### src/rtl/bank_sc_ctrl.sv
// Storage-controller front end: moves the two beats of a cacheline into or out of a single-port SRAM.
// Define BANK_SC_PERF_CNT_EN to add saturating READ and linefill request counters.
module bank_sc_ctrl #(
  parameter int DATA_W = 128,
  parameter int CNT_W  = 16
) (
  input  logic                clk_i,
  input  logic                rst_i,
  input  logic                isu_sc_valid_i,
  output logic                isu_sc_ready_o,
  input  logic [1:0]          isu_sc_channel_id_i,
  input  logic [2:0]          isu_sc_opcode_i,
  input  logic [6:0]          isu_sc_set_way_offset_i,
  input  logic [7:0]          isu_sc_wbuffer_id_i,
  input  logic [2:0]          isu_sc_xbar_rob_num_i,
  input  logic [1:0]          isu_sc_cacheline_dirty_offset0_i,
  input  logic [1:0]          isu_sc_cacheline_dirty_offset1_i,
  input  logic [DATA_W-1:0]   isu_sc_linefill_data_offset0_i,
  input  logic [DATA_W-1:0]   isu_sc_linefill_data_offset1_i,
  output logic                sc_sram_en_o,
  output logic                sc_sram_we_o,
  output logic [6:0]          sc_sram_addr_o,
  output logic [DATA_W-1:0]   sc_sram_wdata_o,
  input  logic [DATA_W-1:0]   sram_sc_rdata_i,
  output logic                sc_xbar_resp_valid_o,
  input  logic                sc_xbar_resp_ready_i,
  output logic [1:0]          sc_xbar_resp_ch_id_o,
  output logic [2:0]          sc_xbar_resp_rob_num_o,
  output logic [7:0]          sc_xbar_resp_wbuffer_id_o,
  output logic [3:0]          sc_xbar_resp_dirty_o,
  output logic [2*DATA_W-1:0] sc_xbar_resp_data_o,
  output logic                sc_err_o,
  output logic [CNT_W-1:0]    sc_perf_rd_cnt_o,
  output logic [CNT_W-1:0]    sc_perf_lf_cnt_o
);

  localparam logic [2:0] OP_READ          = 3'd0;
  localparam logic [2:0] OP_LINEFILL      = 3'd2;
  localparam logic [2:0] OP_LINEFILL_READ = 3'd3;

  typedef enum logic [2:0] {IDLE, WR0, WR1, RD0, RD1, RD2, RESP} state_t;

  state_t            state_reg, state_next;
  logic [5:0]        set_way_reg;
  logic [1:0]        ch_reg;
  logic [2:0]        rob_reg;
  logic [7:0]        wbuf_reg;
  logic [3:0]        dirty_reg;
  logic [DATA_W-1:0] beat0_reg, beat1_reg;
  logic              lf_read_reg;
  logic              err_reg;

  logic accept, op_read, op_lf, op_legal;
  logic sram_en, sram_we, sram_beat;
  logic unused_offset_bit;

  assign unused_offset_bit = isu_sc_set_way_offset_i[0];

  assign isu_sc_ready_o = (state_reg == IDLE) && !rst_i;
  assign accept         = isu_sc_valid_i && isu_sc_ready_o;
  assign op_read        = (isu_sc_opcode_i == OP_READ);
  assign op_lf          = (isu_sc_opcode_i == OP_LINEFILL) || (isu_sc_opcode_i == OP_LINEFILL_READ);
  assign op_legal       = op_read || op_lf;

  always_comb begin
    state_next = state_reg;
    sram_en    = 1'b0;
    sram_we    = 1'b0;
    sram_beat  = 1'b0;
    case (state_reg)
      IDLE: begin
        if (accept && op_read)    state_next = RD0;
        else if (accept && op_lf) state_next = WR0;
      end
      WR0: begin
        sram_en    = 1'b1;
        sram_we    = 1'b1;
        state_next = WR1;
      end
      WR1: begin
        sram_en    = 1'b1;
        sram_we    = 1'b1;
        sram_beat  = 1'b1;
        state_next = lf_read_reg ? RESP : IDLE;
      end
      RD0: begin
        sram_en    = 1'b1;
        state_next = RD1;
      end
      RD1: begin
        sram_en    = 1'b1;
        sram_beat  = 1'b1;
        state_next = RD2;
      end
      RD2:     state_next = RESP;
      RESP:    if (sc_xbar_resp_ready_i) state_next = IDLE;
      default: state_next = IDLE;
    endcase
  end

  // Read beats land one cycle after their enable: beat 0 in RD1, beat 1 in RD2.
  always_ff @(posedge clk_i) begin
    if (rst_i) begin
      state_reg   <= IDLE;
      set_way_reg <= '0;
      ch_reg      <= '0;
      rob_reg     <= '0;
      wbuf_reg    <= '0;
      dirty_reg   <= '0;
      beat0_reg   <= '0;
      beat1_reg   <= '0;
      lf_read_reg <= 1'b0;
      err_reg     <= 1'b0;
    end else begin
      state_reg <= state_next;
      err_reg   <= accept && !op_legal;
      if (accept && op_legal) begin
        set_way_reg <= isu_sc_set_way_offset_i[6:1];
        ch_reg      <= isu_sc_channel_id_i;
        rob_reg     <= isu_sc_xbar_rob_num_i;
        wbuf_reg    <= isu_sc_wbuffer_id_i;
        dirty_reg   <= {isu_sc_cacheline_dirty_offset1_i, isu_sc_cacheline_dirty_offset0_i};
        beat0_reg   <= isu_sc_linefill_data_offset0_i;
        beat1_reg   <= isu_sc_linefill_data_offset1_i;
        lf_read_reg <= (isu_sc_opcode_i == OP_LINEFILL_READ);
      end
      if (state_reg == RD1) beat0_reg <= sram_sc_rdata_i;
      if (state_reg == RD2) beat1_reg <= sram_sc_rdata_i;
    end
  end

  assign sc_sram_en_o    = sram_en;
  assign sc_sram_we_o    = sram_we;
  assign sc_sram_addr_o  = {set_way_reg, sram_beat};
  assign sc_sram_wdata_o = sram_beat ? beat1_reg : beat0_reg;

  assign sc_xbar_resp_valid_o      = (state_reg == RESP);
  assign sc_xbar_resp_ch_id_o      = ch_reg;
  assign sc_xbar_resp_rob_num_o    = rob_reg;
  assign sc_xbar_resp_wbuffer_id_o = wbuf_reg;
  assign sc_xbar_resp_dirty_o      = dirty_reg;
  assign sc_xbar_resp_data_o       = {beat1_reg, beat0_reg};
  assign sc_err_o                  = err_reg;

`ifdef BANK_SC_PERF_CNT_EN
  logic [CNT_W-1:0] rd_cnt_reg, lf_cnt_reg;

  always_ff @(posedge clk_i) begin
    if (rst_i) begin
      rd_cnt_reg <= '0;
      lf_cnt_reg <= '0;
    end else begin
      if (accept && op_read && (rd_cnt_reg != '1)) rd_cnt_reg <= rd_cnt_reg + CNT_W'(1);
      if (accept && op_lf && (lf_cnt_reg != '1))   lf_cnt_reg <= lf_cnt_reg + CNT_W'(1);
    end
  end

  assign sc_perf_rd_cnt_o = rd_cnt_reg;
  assign sc_perf_lf_cnt_o = lf_cnt_reg;
`else
  assign sc_perf_rd_cnt_o = '0;
  assign sc_perf_lf_cnt_o = '0;
`endif

endmodule

### config.mk
export PLATFORM = sky130hd
export DESIGN_NAME = bank_sc_ctrl
export DESIGN_NICKNAME = d
export VERILOG_FILES = /design/src/rtl/bank_sc_ctrl.sv
export SDC_FILE = /design/constraint.sdc
export NUM_CORES = 1
export LEC_CHECK = 0
export ABC_CLOCK_PERIOD_IN_PS = 2300
export CAP_MARGIN = 10
export CORE_AREA = 2 2 331 333
export DETAILED_ROUTE_END_ITERATION = 16
export DIE_AREA = 0 0 333 335
export PLACE_DENSITY = 0.39
export SYNTH_ARGS = -nofsm -noshare
export SYNTH_HDL_FRONTEND = slang
export SYNTH_SLANG_ARGS = --single-unit
### constraint.sdc
create_clock -name clk_i -period 2.3 [get_ports clk_i]
set_input_delay 0.345 -clock clk_i [delete_from_list [all_inputs] [get_ports clk_i]]
set_output_delay 0.345 -clock clk_i [all_outputs]
set_load 0.05 [all_outputs]
---- Word level (Yosys, flattened, before mapping) ----
Index checks and enable logic that the tools add are counted.
word-level totals
  output and inout port bits .............. 445
  bits of input ports ..................... 415
  bits in registers ....................... 284
  word-level logic and storage cells ...... 51
operators by class
  mux-type cells .......................... 13
  reductions and logical operators ........ 18
  equality and inequality tests ........... 10
operators by type and width
  operator                                                                 number
  128-bit 2-to-1 mux                                                       5
  3-bit one-hot mux with 7 select lines                                    1
  3-bit by 2-bit == test with 1-bit output, second input constant          4
  3-bit 2-to-1 mux                                                         4
  3-bit == test, second input constant                                     3
  1-bit logical AND                                                        6
  3-bit logical NOT                                                        2
  2-bit nonzero test                                                       2
  2-bit OR reduction                                                       2
  4-bit OR reduction                                                       1
  3-bit by 1-bit == test with 1-bit output, second input constant          1
  1-bit 2-to-1 mux                                                         3
  3-bit by 1-bit inequality test with 1-bit output, second input constant  1
  1-bit logical NOT                                                        2
  1-bit logical OR                                                         2
  2-bit by 1-bit inequality test with 1-bit output, second input constant  1
  2-bit AND reduction                                                      1

---- Logic depth before layout (Yosys ltp) ----
  depth after elaboration ................. 7
  depth in mapped cells ................... 9
  gate-level depth less buffers ........... 4

---- Worst setup path before layout ----
OpenSTA, ideal clock, no wires.
  kind .................................... reg2out
  start ................................... register state_reg[2]
  end ..................................... output port sc_xbar_resp_valid_o
  data arrival time ....................... 2,075 ps
  cell stages (with the launch flop) ...... 7
  path buffers ............................ 4
  slack ................................... -120 ps
  cell sequence ........................... dfxtp_1 buf_4 nor2b_1 clkbuf_1 clkbuf_1 clkbuf_1 and2_1
between the ends
  longest elaborated chain between the ends .. 1
ends and longest elaborated chain
  what                    line  RTL
  start, declared         43    state_t state_reg, state_next;
  start signal, assigned  115   state_reg <= state_next;
  3-bit == test           137   assign sc_xbar_resp_valid_o = (state_reg == RESP);
  end, declared           25    output logic sc_xbar_resp_valid_o,
Every way passes these cells.

---- Worst setup path after layout ----
  start ................................... register state_reg[1]
  end ..................................... output port sc_sram_wdata_o[42]
between the ends
  longest elaborated chain between the ends .. 4
  elaborated cells between the ends (all ways) .. 5
  classes of those cells .................. eq/ne (2); mux (2); reduce/logical (1)
ends and longest elaborated chain
  what                                                                       line  RTL
  3-bit == test or 3-bit by 2-bit == test with 1-bit output (tied branches)  70    case (state_reg)
  2-bit OR reduction (no source line) (*)                                    n/a
  1-bit 2-to-1 mux (*)                                                       70
  128-bit 2-to-1 mux (*)                                                     135   assign sc_sram_wdata_o = sram_beat ? beat1_reg : beat0_reg;
  end, declared                                                              23    output logic [DATA_W-1:0] sc_sram_wdata_o,
Mark *: on every way between the ends. The rest lies on a longest branch, timed or not.

==> impl_metrics.ini <==
[final_layout]
layout-drive-gt1-share = 0.205
area_delta_synth_final_pct = 97.9
design.final.nets = 2821
layout.filler_cells = 11600
layout.core_utilization = 0.252
most_used_cells_in_the_layout_excluding_fill_and_tap_cells = sky130_fd_sc_hd__clkdlybuf4s50_1, sky130_fd_sc_hd__nor2_1, sky130_fd_sc_hd__dfxtp_1
layout_commonest_cell = sky130_fd_sc_hd__clkdlybuf4s50_1
postLayoutCellArea_um2 = 27300
layout.cells.non_filler = 3859

[critical_path]
worst_path_dominant_cell_family = buffers and inverters
worst_setup_path_start_kind = register
crit_path_end = sc_sram_wdata_o[42]
worst-r2r-cell-count = 7
setup.worst_path.end_class = output port
crit-reg2reg-launch = state_reg[2]
worstSetupPathType = reg -> out
reg2reg_to = beat1_reg[83]
crit_arrival_ns = 2.32
timing.critical_path.depth = 9
rrSetupSlack_ns = 0.06
path_max_fanout = 7
crit_chain = xnor2_4 > nor2_4 > buf_6 > buf_12 > buf_4 > buf_12 > buf_6 > mux2_4 > buf_8
critPathSlowestCell = sky130_fd_sc_hd__dfxtp_4
critPathRequiredTime_ns = 1.96
critical_path_buf_inv_count = 6
worst_setup_path_startpoint = state_reg[1]
crit_path_max_incr_delay_ns = 0.36

[timing]
slew_viol_final = 0
final_min_period_over_clock_period = 1.16
timing.final.hold_violations = 0
final.setup.worst_slack_ns = -0.366
final_setup_violations = 129
rsz0062_at_grt = true
max_clock_freq_mhz = 375
worst_slew_margin_rel = 0.533
post_layout_minimum_cycle_time_ns = 2.67
clock_skew_ns = 0.0161
fin_tns_setup_ns = -33.50
tightestPinTransition_ns = 0.701

[global_route]
global_route.overflow_total = 0
antenna_violations_before_repair = 16
grt_max_degree = 104
grt_pass1_wl_mm = 129
grt_use_total = 0.157
vias_in_the_first_global_route = 17200

[pwr]
totalPowerFinal_mw = 15.5
clkPwrFrac = 0.379
ir_drop_worst_case_vdd_mv = 0.377
pwr-share-seq = 0.348
p_per_area_nw_per_um2 = 569
comb_power_share = 0.273
net-switching-power_mw = 4.97
power_leakage_nw = 9.91
internal_power_of_the_cells_mw = 10.5
power.share.switching = 0.321

[drt]
route.final.wire_length_mm = 92.2
route.detailed.vias_per_inst = 4.22
route.detailed.wl_per_inst_um = 23.9
drt_first_pass_iters = 5
detailroute.via_count = 16300
antenna_viol_nets_final = 0
drc_viols = 0
drt_iter0_markers = 892

[floorplan]
coreArea_um2 = 108000
chipWidth_um = 333
floorplan.die_area_um2 = 112000
boundaryPins = 860
initial_core_utilization = 0.127
floorplan.die.height_um = 335
row_count = 121

[cts]
worst_path_clk_slew_ns = 0.06
ctsLongestPathBuffers = 3
clock_sinks = 284
cts_tree = built
tritoncts_buffer_count = 39
cts_hold_buffers = 0
cts.root.buffer_cell = sky130_fd_sc_hd__clkbuf_16
worst_skew_pair_latency_ns = 0.57
cts_htree_levels = 2

[synth]
sequential_area_share_after_synthesis = 0.413
ys_seq_elements = 284
synth.distinct_cells = 30
syn_area_um2 = 13800
synthesis.area_per_instance_um2 = 8.81
yosys_warnings = 0
synthCells = 1564

[placed_design]
place_area_um2 = 23900
dp.final_hpwl_mm = 65.4
post-place-cells = 3740
finalWeightedCongestion = 0.869
io_buffers = 826

[job]
cap_violations = 0

[outcome]
outcome = finished, violations left
violated_checks = setup timing

[hold_path]
min-delay-path-class = in -> reg
[kinds of logic after synthesis]
logic type	count (synthesis)	synth area share
flip-flops	284	0.413
AND/OR/NAND/NOR	597	0.185
XOR/XNOR	2	0.00127
other	1	0.000272
buffers and inverters	208	0.0746
multiplexers	184	0.145
AO/OA/AOI/OAI	288	0.181
[how the worst min path moves through the flow]
| stage | start | to | slack (ns) | depth (start not counted) |
|---|---|---|---|---|
| floorplan | isu_sc_channel_id_i[0] | sc_xbar_resp_ch_id_o[0] | 0.48 | 2 |
| global placement | sc_xbar_resp_dirty_o[1] | sc_xbar_resp_dirty_o[1] | 0.45 | 2 |
| detailed placement | set_way_reg[3] | set_way_reg[3] | 0.45 | 2 |
| CTS | rst_i | sc_err_o | 0.24 | 5 |
| global route | rst_i | sc_err_o | 0.28 | 5 |
| finish | rst_i | sc_err_o | 0.29 | 5 |
[metrics by stage]
| step | hold slack [ns] | setup WS, ns |
|---|---|---|
| final | 0.291 | -0.366 |
| after CTS | 0.242 | -0.463 |
| after global routing | 0.278 | -0.484 |
| after global placement | 0.445 | -0.0462 |
| after floorplan | 0.481 | -0.0109 |
| after detailed placement | 0.447 | -0.144 |
[final cells by class]
cell class	instances	area, um^2	share of cell area
Timing Repair Buffer	976	10800	0.397
Multi-Input combinational cell	1103	7730	0.284
Sequential cell	284	5690	0.209
Tap cell	1414	1770	0.0649
Clock buffer	64	1190	0.0437
Antenna cell	14	35.0	0.00128
Clock inverter	2	12.5	0.000459
Inverter	2	7.51	0.000275
[synthesized netlist by cell type]
cell type	n	area [um^2]
sky130_fd_sc_hd__inv_1	2	7.51
sky130_fd_sc_hd__and2_1	2	12.5
sky130_fd_sc_hd__o21ai_0	2	10.0
sky130_fd_sc_hd__clkbuf_1	114	428
sky130_fd_sc_hd__nand2_1	47	176
sky130_fd_sc_hd__buf_1	9	33.8
sky130_fd_sc_hd__nand4_1	1	6.26
sky130_fd_sc_hd__conb_1	1	3.75
sky130_fd_sc_hd__mux2i_1	56	561
sky130_fd_sc_hd__xnor2_1	2	17.5
sky130_fd_sc_hd__nor3_1	202	1010
sky130_fd_sc_hd__a221oi_1	56	490
sky130_fd_sc_hd__nor2b_1	5	31.3
sky130_fd_sc_hd__a2111oi_2	11	165
sky130_fd_sc_hd__a2111oi_0	178	1560
sky130_fd_sc_hd__buf_6	7	78.8
sky130_fd_sc_hd__o21ba_2	1	10.0
sky130_fd_sc_hd__nand2b_1	3	18.8
sky130_fd_sc_hd__mux2_2	128	1440
sky130_fd_sc_hd__a2111oi_1	11	110
sky130_fd_sc_hd__and4_1	1	8.76
sky130_fd_sc_hd__buf_2	36	180
sky130_fd_sc_hd__nor4_4	1	21.3
sky130_fd_sc_hd__nor4_1	1	6.26
sky130_fd_sc_hd__a41oi_1	1	8.76
sky130_fd_sc_hd__nor2_1	334	1250
sky130_fd_sc_hd__a21oi_1	27	135
sky130_fd_sc_hd__o2bb2ai_1	1	8.76
sky130_fd_sc_hd__buf_4	40	300
sky130_fd_sc_hd__dfxtp_1	284	5690
[tightest hold or removal path: stages]
cell and delay [ns]:
sky130_fd_sc_hd__buf_8 0.10, sky130_fd_sc_hd__nor4_4 0.06, sky130_fd_sc_hd__buf_4 0.16, sky130_fd_sc_hd__nand2_1 0.09
sky130_fd_sc_hd__a21oi_1 0.04
[layer usage]
layer  up-vias  share of wire  wire, um  GRT usage
li1       7461              -         -          -
met1      8050           0.41     38200      0.191
met2       693           0.50     46100      0.274
met3        92          0.063      5810     0.0362
met4         0          0.023      2120     0.0477
met5         -              0         0          0
[power groups by stage]
stage               logic, mW  registers [mW]  clock network, mW
global route             4.43            5.42               6.28
CTS                      4.17            5.40               6.12
detailed placement       3.83            5.50                  0
floorplan                1.37            6.15                  0
finish                   4.23            5.40               5.88
global placement         3.83            5.49                  0
[what timing repair did]
action	4_1_cts	5_1_grt
cloned	10	2
hold endpoints to repair	0	0
buffers inserted	26	9
resized for setup	309	133
pin swaps	2	6
setup endpoints to repair	137	175
Note: power is estimated with default switching activity, not from simulation.
